--- config.mk ---
export PLATFORM = sky130hd
export DESIGN_NAME = shift_pipe_flat
export DESIGN_NICKNAME = d
export VERILOG_FILES = /design/src/rtl/shift_pipe_if.sv /design/src/rtl/shift_pipe.sv /design/src/flat_wrapper.sv
export SDC_FILE = /design/constraint.sdc
export NUM_CORES = 1
export LEC_CHECK = 0
export ABC_AREA = 0
export CORE_ASPECT_RATIO = 1.25
export CORE_UTILIZATION = 39
export CTS_BUF_LIST = sky130_fd_sc_hd__clkbuf_8
export DETAILED_ROUTE_END_ITERATION = 7
export GPL_ROUTABILITY_DRIVEN = 1
export PLACE_DENSITY = 0.83
export SLEW_MARGIN = 25
export SYNTH_ARGS = -nofsm -noshare
export SYNTH_HDL_FRONTEND = slang
export SYNTH_SLANG_ARGS = --single-unit
--- constraint.sdc ---
create_clock -name clk -period 3.52 [get_ports clk]
set_clock_uncertainty 0.15 [all_clocks]
set_input_delay 0.528 -clock clk [delete_from_list [all_inputs] [get_ports clk]]
set_output_delay 0.528 -clock clk [all_outputs]
set_load 0.1 [all_outputs]
--- src/rtl/shift_pipe_if.sv ---
// Request/response handshake bundle between a producer/consumer and the shift pipeline.
interface shift_pipe_if;
  logic        in_valid;
  logic        in_ready;
  logic [5:0]  funct;
  logic [4:0]  shamt;
  logic [31:0] rs;
  logic [31:0] rt;
  logic        out_valid;
  logic        out_ready;
  logic [31:0] out_data;
  logic        out_err;

  modport master (
    output in_valid, funct, shamt, rs, rt, out_ready,
    input  in_ready, out_valid, out_data, out_err
  );

  modport slave (
    input  in_valid, funct, shamt, rs, rt, out_ready,
    output in_ready, out_valid, out_data, out_err
  );
endinterface

--- src/rtl/shift_pipe.sv ---
// Two-stage MIPS shift unit wrapper: decode/issue register feeding an external
// barrel shifter, then a result register with valid/ready backpressure.
module shift_pipe #(
  parameter int unsigned CNT_W = 16
) (
  input  logic             clk,
  input  logic             rst,
  shift_pipe_if.slave      bus,
  output logic [31:0]      sh_a,
  output logic [31:0]      sh_b,
  output logic [1:0]       sh_ctrl,
  input  logic [31:0]      sh_dout,
  output logic [CNT_W-1:0] op_count
);

  localparam int unsigned DATA_W  = 32;
  localparam int unsigned AMT_W   = 5;
  localparam int unsigned FUNCT_W = 6;

  localparam logic [1:0] CTRL_SLL  = 2'b00;
  localparam logic [1:0] CTRL_SRL  = 2'b01;
  localparam logic [1:0] CTRL_SRA  = 2'b11;
  localparam logic [1:0] CTRL_PASS = 2'b10;

  localparam logic [FUNCT_W-1:0] F_SLL  = 6'b000000;
  localparam logic [FUNCT_W-1:0] F_SRL  = 6'b000010;
  localparam logic [FUNCT_W-1:0] F_SRA  = 6'b000011;
  localparam logic [FUNCT_W-1:0] F_SLLV = 6'b000100;
  localparam logic [FUNCT_W-1:0] F_SRLV = 6'b000110;
  localparam logic [FUNCT_W-1:0] F_SRAV = 6'b000111;

  logic [AMT_W-1:0]  dec_amt;
  logic [1:0]        dec_ctrl;
  logic              dec_err;

  logic              s1_valid;
  logic              s1_err;
  logic [AMT_W-1:0]  s1_amt;
  logic [DATA_W-1:0] s1_b;
  logic [1:0]        s1_ctrl;

  logic              s2_valid;
  logic              s2_err;
  logic [DATA_W-1:0] s2_data;
  logic [CNT_W-1:0]  count_q;

  logic              accept;
  logic              s2_load;
  logic              move;
  logic              consume;
  logic              unused_rs_hi;

  // Funct decode; illegal opcodes become a zero-amount pass-through flagged as error.
  always_comb begin
    dec_ctrl = CTRL_PASS;
    dec_err  = 1'b1;
    dec_amt  = '0;
    case (bus.funct)
      F_SLL, F_SLLV: begin dec_ctrl = CTRL_SLL; dec_err = 1'b0; end
      F_SRL, F_SRLV: begin dec_ctrl = CTRL_SRL; dec_err = 1'b0; end
      F_SRA, F_SRAV: begin dec_ctrl = CTRL_SRA; dec_err = 1'b0; end
      default:       ;
    endcase
    if (!dec_err) begin
      dec_amt = bus.funct[2] ? bus.rs[AMT_W-1:0] : bus.shamt;
    end
  end

  // Upper rs bits never influence the shift amount.
  assign unused_rs_hi = ^bus.rs[DATA_W-1:AMT_W];

  assign s2_load      = !s2_valid || bus.out_ready;
  assign bus.in_ready = !s1_valid || s2_load;
  assign accept       = bus.in_valid && bus.in_ready;
  assign move         = s1_valid && s2_load;
  assign consume      = s2_valid && bus.out_ready;

  // Issue register: operands here drive the shifter directly.
  always_ff @(posedge clk or posedge rst) begin
    if (rst) begin
      s1_valid <= 1'b0;
      s1_err   <= 1'b0;
      s1_amt   <= '0;
      s1_b     <= '0;
      s1_ctrl  <= CTRL_SLL;
    end else if (accept) begin
      s1_valid <= 1'b1;
      s1_err   <= dec_err;
      s1_amt   <= dec_amt;
      s1_b     <= bus.rt;
      s1_ctrl  <= dec_ctrl;
    end else if (move) begin
      s1_valid <= 1'b0;
    end
  end

  // Result register: captures the shifter output when S1 advances.
  always_ff @(posedge clk or posedge rst) begin
    if (rst) begin
      s2_valid <= 1'b0;
      s2_err   <= 1'b0;
      s2_data  <= '0;
    end else if (move) begin
      s2_valid <= 1'b1;
      s2_err   <= s1_err;
      s2_data  <= sh_dout;
    end else if (consume) begin
      s2_valid <= 1'b0;
    end
  end

  // Completed-operation counter, wraps naturally.
  always_ff @(posedge clk or posedge rst) begin
    if (rst) begin
      count_q <= '0;
    end else if (consume) begin
      count_q <= count_q + CNT_W'(1);
    end
  end

  assign sh_a          = DATA_W'(s1_amt);
  assign sh_b          = s1_b;
  assign sh_ctrl       = s1_ctrl;
  assign bus.out_valid = s2_valid;
  assign bus.out_data  = s2_data;
  assign bus.out_err   = s2_err;
  assign op_count      = count_q;

endmodule
--- src/flat_wrapper.sv ---
// flat-port wrapper written by rule: the top's interface ports become plain ports
module shift_pipe_flat 
#(
  parameter int unsigned CNT_W = 16
)
  (clk, rst, sh_a, sh_b, sh_ctrl, sh_dout, op_count, bus_in_valid, bus_funct, bus_shamt, bus_rs, bus_rt, bus_out_ready, bus_in_ready, bus_out_valid, bus_out_data, bus_out_err);
  shift_pipe_if bus_i ();
  input  logic clk;
  input  logic rst;
  output logic [31:0] sh_a;
  output logic [31:0] sh_b;
  output logic [1:0] sh_ctrl;
  input  logic [31:0] sh_dout;
  output logic [CNT_W-1:0] op_count;
  input wire logic [$bits(bus_i.in_valid)-1:0] bus_in_valid;
  input wire logic [$bits(bus_i.funct)-1:0] bus_funct;
  input wire logic [$bits(bus_i.shamt)-1:0] bus_shamt;
  input wire logic [$bits(bus_i.rs)-1:0] bus_rs;
  input wire logic [$bits(bus_i.rt)-1:0] bus_rt;
  input wire logic [$bits(bus_i.out_ready)-1:0] bus_out_ready;
  output wire logic [$bits(bus_i.in_ready)-1:0] bus_in_ready;
  output wire logic [$bits(bus_i.out_valid)-1:0] bus_out_valid;
  output wire logic [$bits(bus_i.out_data)-1:0] bus_out_data;
  output wire logic [$bits(bus_i.out_err)-1:0] bus_out_err;
  assign bus_i.in_valid = bus_in_valid;
  assign bus_i.funct = bus_funct;
  assign bus_i.shamt = bus_shamt;
  assign bus_i.rs = bus_rs;
  assign bus_i.rt = bus_rt;
  assign bus_i.out_ready = bus_out_ready;
  assign bus_in_ready = bus_i.in_ready;
  assign bus_out_valid = bus_i.out_valid;
  assign bus_out_data = bus_i.out_data;
  assign bus_out_err = bus_i.out_err;
  shift_pipe #(.CNT_W(CNT_W)) u_core (.clk(clk), .rst(rst), .bus(bus_i), .sh_a(sh_a), .sh_b(sh_b), .sh_ctrl(sh_ctrl), .sh_dout(sh_dout), .op_count(op_count));
endmodule
## Word-level counts from Yosys, hierarchy flattened

Cells that the tools add are included.

- Bits in registers: 91
- Input bits: 111
- Output and inout port bits: 117
- Word-level logic and storage cells: 37

- Add/subtract/negate cells: 1
- Equality and inequality tests: 5
- Mux-type cells: 8
- Reductions and logical operators: 14

Operators by type and width:

| operator | number |
|---|---|
| $eq A6 B3 Y1 const B | 3 |
| $add A16 B1 Y16 const B | 1 |
| $eq A6 B2 Y1 const B | 2 |
| $mux W5 | 2 |
| $logic_not A6 Y1 | 1 |
| $pmux W2 S3 | 1 |
| $reduce_or A2 Y1 | 3 |
| $reduce_or A6 Y1 | 1 |
| $mux W1 | 5 |
| $reduce_bool A2 Y1 | 2 |
| $logic_and A1 B1 Y1 | 3 |
| $logic_not A1 Y1 | 2 |
| $logic_or A1 B1 Y1 | 2 |

## Logic depth before layout (Yosys ltp)

Gate-level depths: netlist (run 1).

- Depth after elaboration: 5
- Gate-level depth with buffers: 6
- Depth with buffers taken out: 5

## Worst setup path after synthesis (run 1)

No wires, ideal clock.

- Path type: register -> register
- From: register u_core.s2_valid (netlist: u_core.bus.out_valid)
- To: register u_core.s1_b[10] (netlist: u_core.sh_b[10])
- Arrival: 2.938 ns
- Data required time: 3.250 ns
- Path slack: 0.312 ns
- Cell stages (with the launch flop): 7
- Buffers on the path: 2
- Clock period less this slack: 3.208 ns
- Cell sequence: dfrtp_1 nand3b_1 and2_1 buf_4 buf_4 nand2_1 nand2_1

- Longest elaborated chain between the ends: 4

Ends and longest elaborated chain:

| item | line | source |
|---|---|---|
| from (decl) | shift_pipe.sv:42 | `logic s2_valid;` |
| from (signal assigned) | shift_pipe.sv:100 | `s2_valid <= 1'b0;` |
| from (signal assigned) | shift_pipe.sv:104 | `s2_valid <= 1'b1;` |
| from (signal assigned) | shift_pipe.sv:108 | `s2_valid <= 1'b0;` |
| $logic_not A1 Y1 | shift_pipe.sv:72 | `assign s2_load = !s2_valid \|\| bus.out_ready;` |
| $logic_or A1 B1 Y1 | shift_pipe.sv:72 |  |
| $logic_or A1 B1 Y1 | shift_pipe.sv:73 | `assign bus.in_ready = !s1_valid \|\| s2_load;` |
| named net bus_in_ready | flat_wrapper.sv:21 | `output wire logic [$bits(bus_i.in_ready)-1:0] bus_in_ready;` |
| $logic_and A1 B1 Y1 | shift_pipe.sv:74 | `assign accept = bus.in_valid && bus.in_ready;` |
| to (signal assigned) | shift_pipe.sv:90 | `s1_b <= bus.rt;` |
| to (decl) | shift_pipe.sv:39 | `logic [DATA_W-1:0] s1_b;` |

The timed path passes the listed nets, and every way through them passes these cells.
A chain may end at the register's enable or synchronous reset.

## Worst setup path after layout (run 1)

- From: register u_core.count_q[7] (netlist: u_core.op_count[7])
- To: output port op_count[7]

RTL lines:

| item | line | source |
|---|---|---|
| from (decl) | shift_pipe.sv:45 | `logic [CNT_W-1:0] count_q;` |
| from (signal assigned) | shift_pipe.sv:117 | `count_q <= count_q + CNT_W'(1);` |
| to (decl) | flat_wrapper.sv:14 | `output logic [CNT_W-1:0] op_count;` |

No word-level cell between the ends.

==> results.ini, run 1 <==
[outcome]
outcome=finished, final reports clean

[routing]
vias_per_cell=4.56
ant_nets=0
drtPass1Iterations=4
vias=2898
wirelength_um=8850
drt_iter0_markers=84
wl_per_cell_um=13.9
drc=0

[global_route]
grtUsageTotal_pct=18.3
grt_first_pass_wirelength_um=14700
antenna_found_initial=0
grt_overflow=0
grt_util_met3_pct=4.88
met1_usage_pct=21.6
grtUsageMet2_pct=31.7
grt_busiest_layer=met2
grt_pass1_vias=2988
grt_max_degree=52

[worst_setup_path]
reg2reg_depth=3
slowest_delay_ns=1.17
rr_endpoint=u_core.bus.out_data[7]
crit_chain=clkdlybuf4s50_1
r2r_slack_ns=1.68
crit_arrival_ns=1.96
critical_path_required_ns=2.84
path_buf_inv=1
worst_path_max_delay_cell=clkdlybuf4s50_1
cpLargestDelayFamily=buffers and inverters
path_max_fanout=6
crit_path_end_kind=primary output
critPathLaunchType=register
r2r-start=u_core.bus.out_valid
worstSetupPathType=reg2out

[final_layout]
final_common_cell=clkdlybuf4s50_1
utilization_pct=62.1
fin_nets=620
final_cell_area_sq_um=5760
syn_to_final_growth_pct=52.2
layout_common_cells=170 x clkdlybuf4s50_1, 108 x nand2_1, 91 x dfrtp_1, 34 x mux2_2, 27 x conb_1
drive_gt1_share_pct=12.1
diodes=0
final_cell_count_no_fill=636

[timing]
max_freq_ghz=0.379
fin_crit_ns=2.64
final-setup-viol-count=0
fin_setup_tns_ns=0
slew-limit-headroom_pct=31.3
tightest_slew_ns=1.03
rsz0062_at_grt=no
maxSlewViolCount=0
hold_viol=0
final.setup.worst_slack_ns=0.884
period_share_pct=74.9

[clock_tree]
cts_root_buf=clkbuf_8
cts_hold_buffers=0
clk_path_buf_depth=2
cts_tree=built
htreeDepth=3
clock_latency_ns=0.34
clock_sinks=91
clk_pin_slew_ns=0.08
cts-resized-gates=0
post_cts_buffers=0
cts_buffers=9

[power_and_ir_drop]
p_int_uw=2080
power_switching_uw=1940
powerDensity_nw_per_um2=699
pwr-share-comb_pct=48.1
pwr-share-clk_pct=19.4
seq_power_share_pct=32.6
p_leak_uw=0.00262
sw_frac_of_total_pct=48.3
irDropWorstVdd_mv=0.415

[logic_synthesis]
ys_seq_area_share_pct=60.2
syn_area_sq_um=3780
async_flop_share_pct=100
postSynthCellCount=333
ys_warn_count=0
synth_ff_type=dfrtp_1
syn_avg_cell_area_sq_um=11.4
synthTopCellsByArea=dfrtp_1 60%, nand2_1 11%, mux2_2 10%, buf_4 6.4%, xnor2_1 2.3%
synth_edf_count=0
netlist.area_leader.share_pct=60.2
synth_top_area_cell=dfrtp_1
ys_ff_latch=91
ys_types=30

[place]
gp_congestion=0.736
pre_cts_slack_ns=0.979
port_buffers=173
place_area_sq_um=5530
place_inst=620
dp_hpwl_um=6600

[min_path]
whs_path_depth=1
hold_path.class=reg2reg
min_to=u_core.op_count[15]
hp-start=u_core.op_count[15]

[floorplan]
core_area_sq_um=9270
dieWidth_um=90.1
dieArea_sq_um=10100
initial_core_util_pct=40.8
die_h_um=112
rows=39
io_pins=228

[flow_run]
maxCapViolations=0

worst max-delay path by stage:
| stage | start | end | slack [ns] | cells past startpoint |
|---|---|---|---|---|
| 2_1_floorplan | u_core.bus.out_valid | u_core.sh_b[10] | 0.31 | 6 |
| 3_3_place_gp | bus_out_ready | u_core.bus.out_data[4] | 1.03 | 4 |
| 3_5_place_dp | bus_out_ready | u_core.bus.out_data[7] | 0.98 | 4 |
| 4_1_cts | u_core.op_count[11] | op_count[11] | 0.85 | 1 |
| 5_1_grt | u_core.op_count[8] | op_count[8] | 0.80 | 1 |
| 6_report | u_core.op_count[7] | op_count[7] | 0.88 | 1 |
cells by family after synthesis:
kind of cell	count (synthesis)	share of synthesized area, %
AO/OA/AOI/OAI	8	1.59
XOR/XNOR	15	3.47
adder cells (fa/ha/maj)	1	0.331
buffers and inverters	43	7.61
flip-flops	91	60.2
multiplexers	39	11.4
other	1	0.0992
AND/OR/NAND/NOR	135	15.2
cell usage after synthesis (2+ instances only):
cell,count
nor3_1,2
nor2_1,2
nand4_1,4
buf_4,32
dfrtp_1,91
xnor2_1,10
mux2i_1,5
buf_2,5
and3_1,2
nand2b_1,3
mux2_2,34
xor2_1,5
o21ai_0,5
inv_1,4
nand3_1,7
nand2_1,108
worst register-to-register path: stages, from the launching register on:
cell and delay (ns):
dfrtp_1 0.46, nand2b_1 0.12, nand2_2 0.57, mux2_2 0.44
power by group through the flow:
stage,clock [uW],combinational (uW),sequential [uW]
after global placement,0,1930,1320
after global routing,854,1990,1330
after floorplan,0,383,2430
after detailed placement,0,1940,1330
after CTS,809,1950,1310
final,781,1930,1310
per-layer routing:
layer,share of wire (%),wire (um)
met5,0,0
met4,2.3,202
met3,7.0,620
met2,51,4520
met1,40,3500
registers in the layout, indices dropped and copies added (netlist names):
register,cells
u_core.s1_valid,1
u_core.s1_err,1
u_core.op_count,16
u_core.bus.out_valid,1
u_core.bus.out_data,32
u_core.sh_b,32
u_core.sh_ctrl,2
u_core.s1_amt,5
u_core.bus.out_err,1
stage by stage:
stage / hold slack [ns] / total power, uW
floorplan: 0.310 / 2810
global placement: 0.301 / 3250
detailed placement: 0.311 / 3280
CTS: 0.333 / 4070
global route: 0.347 / 4180
finish: 0.330 / 4030
cell type report:
class	instances	area, sq um
Sequential cell	91	2280
Inverter	4	16.3
Fill cell	779	3520
Timing Repair Buffer	177	1770
Clock inverter	5	76.3
Multi-Input combinational cell	225	1310
Tap cell	123	154
Clock buffer	11	151
No activity file was read; power rests on OpenSTA's default activity.
==> run 2: changes to the inputs <==
==> constraint.sdc (replaced) <==
create_clock -name clk -period 2.75 [get_ports clk]
set_clock_uncertainty 0.15 [all_clocks]
set_input_delay 0.4125 -clock clk [delete_from_list [all_inputs] [get_ports clk]]
set_output_delay 0.4125 -clock clk [all_outputs]
set_load 0.1 [all_outputs]
==> results.ini, run 2 (synthesis results as in run 1) <==
[floorplan]
rows=39
io_pins=228
initial_core_util_pct=40.8
core_area_sq_um=9270
dieWidth_um=90.1
die_h_um=112
dieArea_sq_um=10100

[final_layout]
multi_input_area_sq_um=1310
drive_gt1_share_pct=29.3
regArea_sq_um=2280
utilization_pct=60.0
diodes=0
final_common_cell=nand2_1
syn_to_final_growth_pct=47.2
layout_common_cells=108 x nand2_1, 94 x buf_4, 90 x dfrtp_1, 83 x clkdlybuf4s50_1, 34 x mux2_2
fin_nets=624
fillCellCount=767

[worst_setup_path]
path_max_fanout=5
worstSetupPathType=in2out
rr_endpoint=u_core.bus.out_data[29]
reg2reg_depth=4
r2r_slack_ns=1.08
r2r-start=u_core.bus.out_valid
critPathLaunchType=input port
critical_path_required_ns=2.19
startpoint=bus_out_ready
slowest_delay_ns=0.48
crit_arrival_ns=1.43
crit_chain=clkdlybuf4s50_1 > nand3b_1 > buf_12
critPathCapture=bus_in_ready
worst_path_max_delay_cell=clkdlybuf4s50_1
crit_path_end_kind=primary output

[global_route]
antenna_found_initial=0
grt_pass1_vias=3102
grt_first_pass_wirelength_um=14900
grtUsageTotal_pct=18.5
grt_max_degree=58
grt_overflow=0

[power_and_ir_drop]
powerDensity_nw_per_um2=894
p_leak_uw=0.00274
irDropWorstVdd_mv=0.392

[clock_tree]
clk_path_buf_depth=2
cts_root_buf=clkbuf_8
clk_pin_slew_ns=0.08
htreeDepth=3
post_cts_buffers=0
clock_latency_ns=0.35
cts_buffers=9
clock_sinks=91
cts-resized-gates=0
cts_tree=built
cts_hold_buffers=0

[timing]
rsz0062_at_grt=no
slew-limit-headroom_pct=61.0
maxSlewViolCount=0
hold_viol=0
fin_setup_tns_ns=0
whs_ns=0.336
final-setup-viol-count=0
fin_crit_ns=1.99
period_share_pct=72.4
tightest_slew_ns=0.580
max_freq_ghz=0.502

[routing]
ant_nets=0
drc=0
wirelength_um=8700
drt_iter0_markers=94
vias=2910
vias_per_cell=4.56
wl_per_cell_um=13.6
drtPass1Iterations=4

[place]
gp_congestion=0.729
dp_hpwl_um=6520
port_buffers=173

[flow_run]
maxCapViolations=0

[min_path]
hold_path.class=reg2reg
hp-start=u_core.sh_b[28]

[outcome]
outcome=finished, final reports clean

[run 2: metrics by stage]
| stage | total power (uW) | setup WS, ns | instances | cell area, sq um |
|---|---|---|---|---|
| 2_1_floorplan | 3600 | 0.0344 | 359 | 3880 |
| 6_report | 4970 | 0.758 | 638 | 5560 |
| 4_1_cts | 5020 | 0.739 | 638 | 5560 |
| 5_1_grt | 5170 | 0.680 | 638 | 5560 |
| 3_5_place_dp | 4150 | 0.449 | 624 | 5380 |
| 3_3_place_gp | 4110 | 0.493 | 624 | 5380 |
[run 2: power by group]
group	switching, uW	internal (uW)	total [uW]	leakage (uW)
combinational	1900	521	2420	0.00153
sequential	148	1530	1680	0.00111
clock	440	429	869	0.0000968
[run 2: worst min-delay path by stage]
stage          slack, ns                endpoint  depth (start not counted)
4_1_cts             0.34     u_core.op_count[12]                          3
5_1_grt             0.35  u_core.bus.out_data[3]                          3
3_5_place_dp        0.31         u_core.sh_b[17]                          2
2_1_floorplan       0.31           u_core.s1_err                          1
6_report            0.34         u_core.sh_b[28]                          2
3_3_place_gp        0.31         u_core.sh_b[21]                          2
[run 2: final cells by class]
type,instances,share of cell area [%]
flip-flops and latches,91,40.9
repair buffers,181,29.1
multi-input cells,225,23.6
well taps,123,2.77
clock buffers,10,2.47
clock inverters,4,0.810
inverters,4,0.337
[run 2: metal layers]
layer / share of wire [%] / track usage [%]
met5: 0 / 0
met4: 1.9 / 6.67
met3: 8.1 / 5.69
met2: 51 / 31.5
met1: 39 / 22.2
[run 2: critical path, delay by kind of cell]
family	cells	cell delay, ns
buf+inv	2	0.71
simple gates	1	0.30
==> run 3: changes to the inputs <==
--- a/config.mk
+++ b/config.mk
@@ -7,11 +7,11 @@
 export LEC_CHECK = 0
 export ABC_AREA = 0
 export CORE_ASPECT_RATIO = 1.25
-export CORE_UTILIZATION = 39
+export CORE_UTILIZATION = 35
 export CTS_BUF_LIST = sky130_fd_sc_hd__clkbuf_8
 export DETAILED_ROUTE_END_ITERATION = 7
 export GPL_ROUTABILITY_DRIVEN = 1
-export PLACE_DENSITY = 0.83
+export PLACE_DENSITY = 0.79
 export SLEW_MARGIN = 25
 export SYNTH_ARGS = -nofsm -noshare
 export SYNTH_HDL_FRONTEND = slang
==> constraint.sdc (replaced) <==
create_clock -name clk -period 1.7 [get_ports clk]
set_clock_uncertainty 0.15 [all_clocks]
set_input_delay 0.255 -clock clk [delete_from_list [all_inputs] [get_ports clk]]
set_output_delay 0.255 -clock clk [all_outputs]
set_load 0.1 [all_outputs]
==> results.ini, run 3 (synthesis results as in run 1) <==
[global_route]
grtUsageTotal_pct=18.1
grt_pass1_vias=3113
grt_overflow=0
grt_max_degree=31
antenna_found_initial=0
grt_first_pass_wirelength_um=15500

[timing]
rsz0062_at_grt=yes
final.setup.worst_slack_ns=0.0587
max_freq_ghz=0.609
fin_setup_tns_ns=0
hold_viol=0
final-setup-viol-count=0
period_share_pct=96.5
fin_crit_ns=1.64
maxSlewViolCount=0
whs_ns=0.0755

[place]
port_buffers=173
dp_hpwl_um=7620
gp_congestion=0.735
place_inst=642
place_area_sq_um=6800
pre_cts_slack_ns=-0.188

[routing]
drtPass1Iterations=4
ant_nets=0
drc=0
wirelength_um=9640
vias=2970
vias_per_cell=4.51
wl_per_cell_um=14.6
drt_iter0_markers=93

[final_layout]
diodes=0
final_cell_area_sq_um=7030
syn_to_final_growth_pct=85.9
layout_common_cells=108 x nand2_1, 98 x buf_12, 82 x clkdlybuf4s50_1, 77 x dfrtp_1, 29 x mux2_4
fillCellCount=736
drive_gt1_share_pct=34.2
final_cell_count_no_fill=659
final_common_cell=nand2_1
fin_nets=634

[clock_tree]
cts_hold_buffers=0
cts_buffers=9
cts_tree=built
clock_sinks=91
clock_latency_ns=0.36
clk_pin_slew_ns=0.09
htreeDepth=3
clk_path_buf_depth=2
cts_root_buf=clkbuf_8

[worst_setup_path]
critical_path_required_ns=1.29
slowest_delay_ns=0.45
crit_arrival_ns=1.24
worstSetupPathType=reg2out
path_max_fanout=6
crit_chain=nand3b_1 > buf_6 > buf_12
critPathLaunchType=register
worst_path_max_delay_cell=dfrtp_2
crit_path_end_kind=primary output

[power_and_ir_drop]
irDropWorstVdd_mv=0.754
powerDensity_nw_per_um2=1350
p_leak_uw=0.00332

[floorplan]
initial_core_util_pct=35.8
io_pins=228
dieArea_sq_um=11200
core_area_sq_um=10600
die_h_um=118
dieWidth_um=95.0
rows=42

[min_path]
hold_path.class=in2async

[flow_run]
maxCapViolations=0

[outcome]
outcome=finished, final reports clean

-- run 3: repair_timing --
item / 4_1_cts / 5_1_grt
resized for setup: 0 / 2
buffers inserted: 0 / 1
endpoints found under the setup margin: 0 / 1
-- run 3: worst paths after layout --
check | startpoint | endpoint | slack (ns) | cells after the start
worst min register to register | u_core.s1_err | u_core.s1_err | 0.35 | 1
worst max register to register | u_core.op_count[0] | u_core.op_count[10] | 0.17 | 5
max in group asynchronous | rst | u_core.bus.out_data[4] | 0.88 | 3
worst min-delay path | rst | u_core.s1_err | 0.08 | 2
min in group clk | bus_out_ready | u_core.op_count[0] | 0.13 | 3
worst max-delay path | u_core.bus.out_valid | bus_in_ready | 0.06 | 3
-- run 3: metal layers --
| layer | share of wire (%) | vias up | GRT usage (%) |
|---|---|---|---|
| met5 | 0 | - | 0 |
| met4 | 1.8 | 0 | 6.06 |
| met3 | 7.2 | 16 | 5.79 |
| met2 | 53 | 126 | 31.0 |
| met1 | 38 | 1434 | 21.0 |
| li1 | - | 1394 | - |
-- run 3: final cells by class --
class | count | area (sq um) | share of cell area, %
clock buffer | 10 | 138 | 1.96
clock inverter | 6 | 81.3 | 1.16
inverter | 4 | 18.8 | 0.267
multi-input combinational | 225 | 1460 | 20.7
sequential | 91 | 2290 | 32.6
tap | 132 | 165 | 2.35
timing repair buffer | 191 | 2870 | 40.9
-- run 3: per-stage QoR --
step	total power, uW	utilization [%]
floorplan	5980	-
global placement	7830	64.3
detailed placement	7910	64.3
CTS	9540	66.4
global route	9790	66.5
finish	9460	66.5
-- run 3: where the power goes --
group,switching [uW],internal (uW),total (uW)
combinational,3130,1770,4900
sequential,445,2500,2940
clock,758,859,1620
-- run 3: critical path, delay by kind of cell, from the launching register on --
family	cells	cell delay, ns
and+or+nand+nor	1	0.14
DFF	1	0.45
buffers and inverters	2	0.29
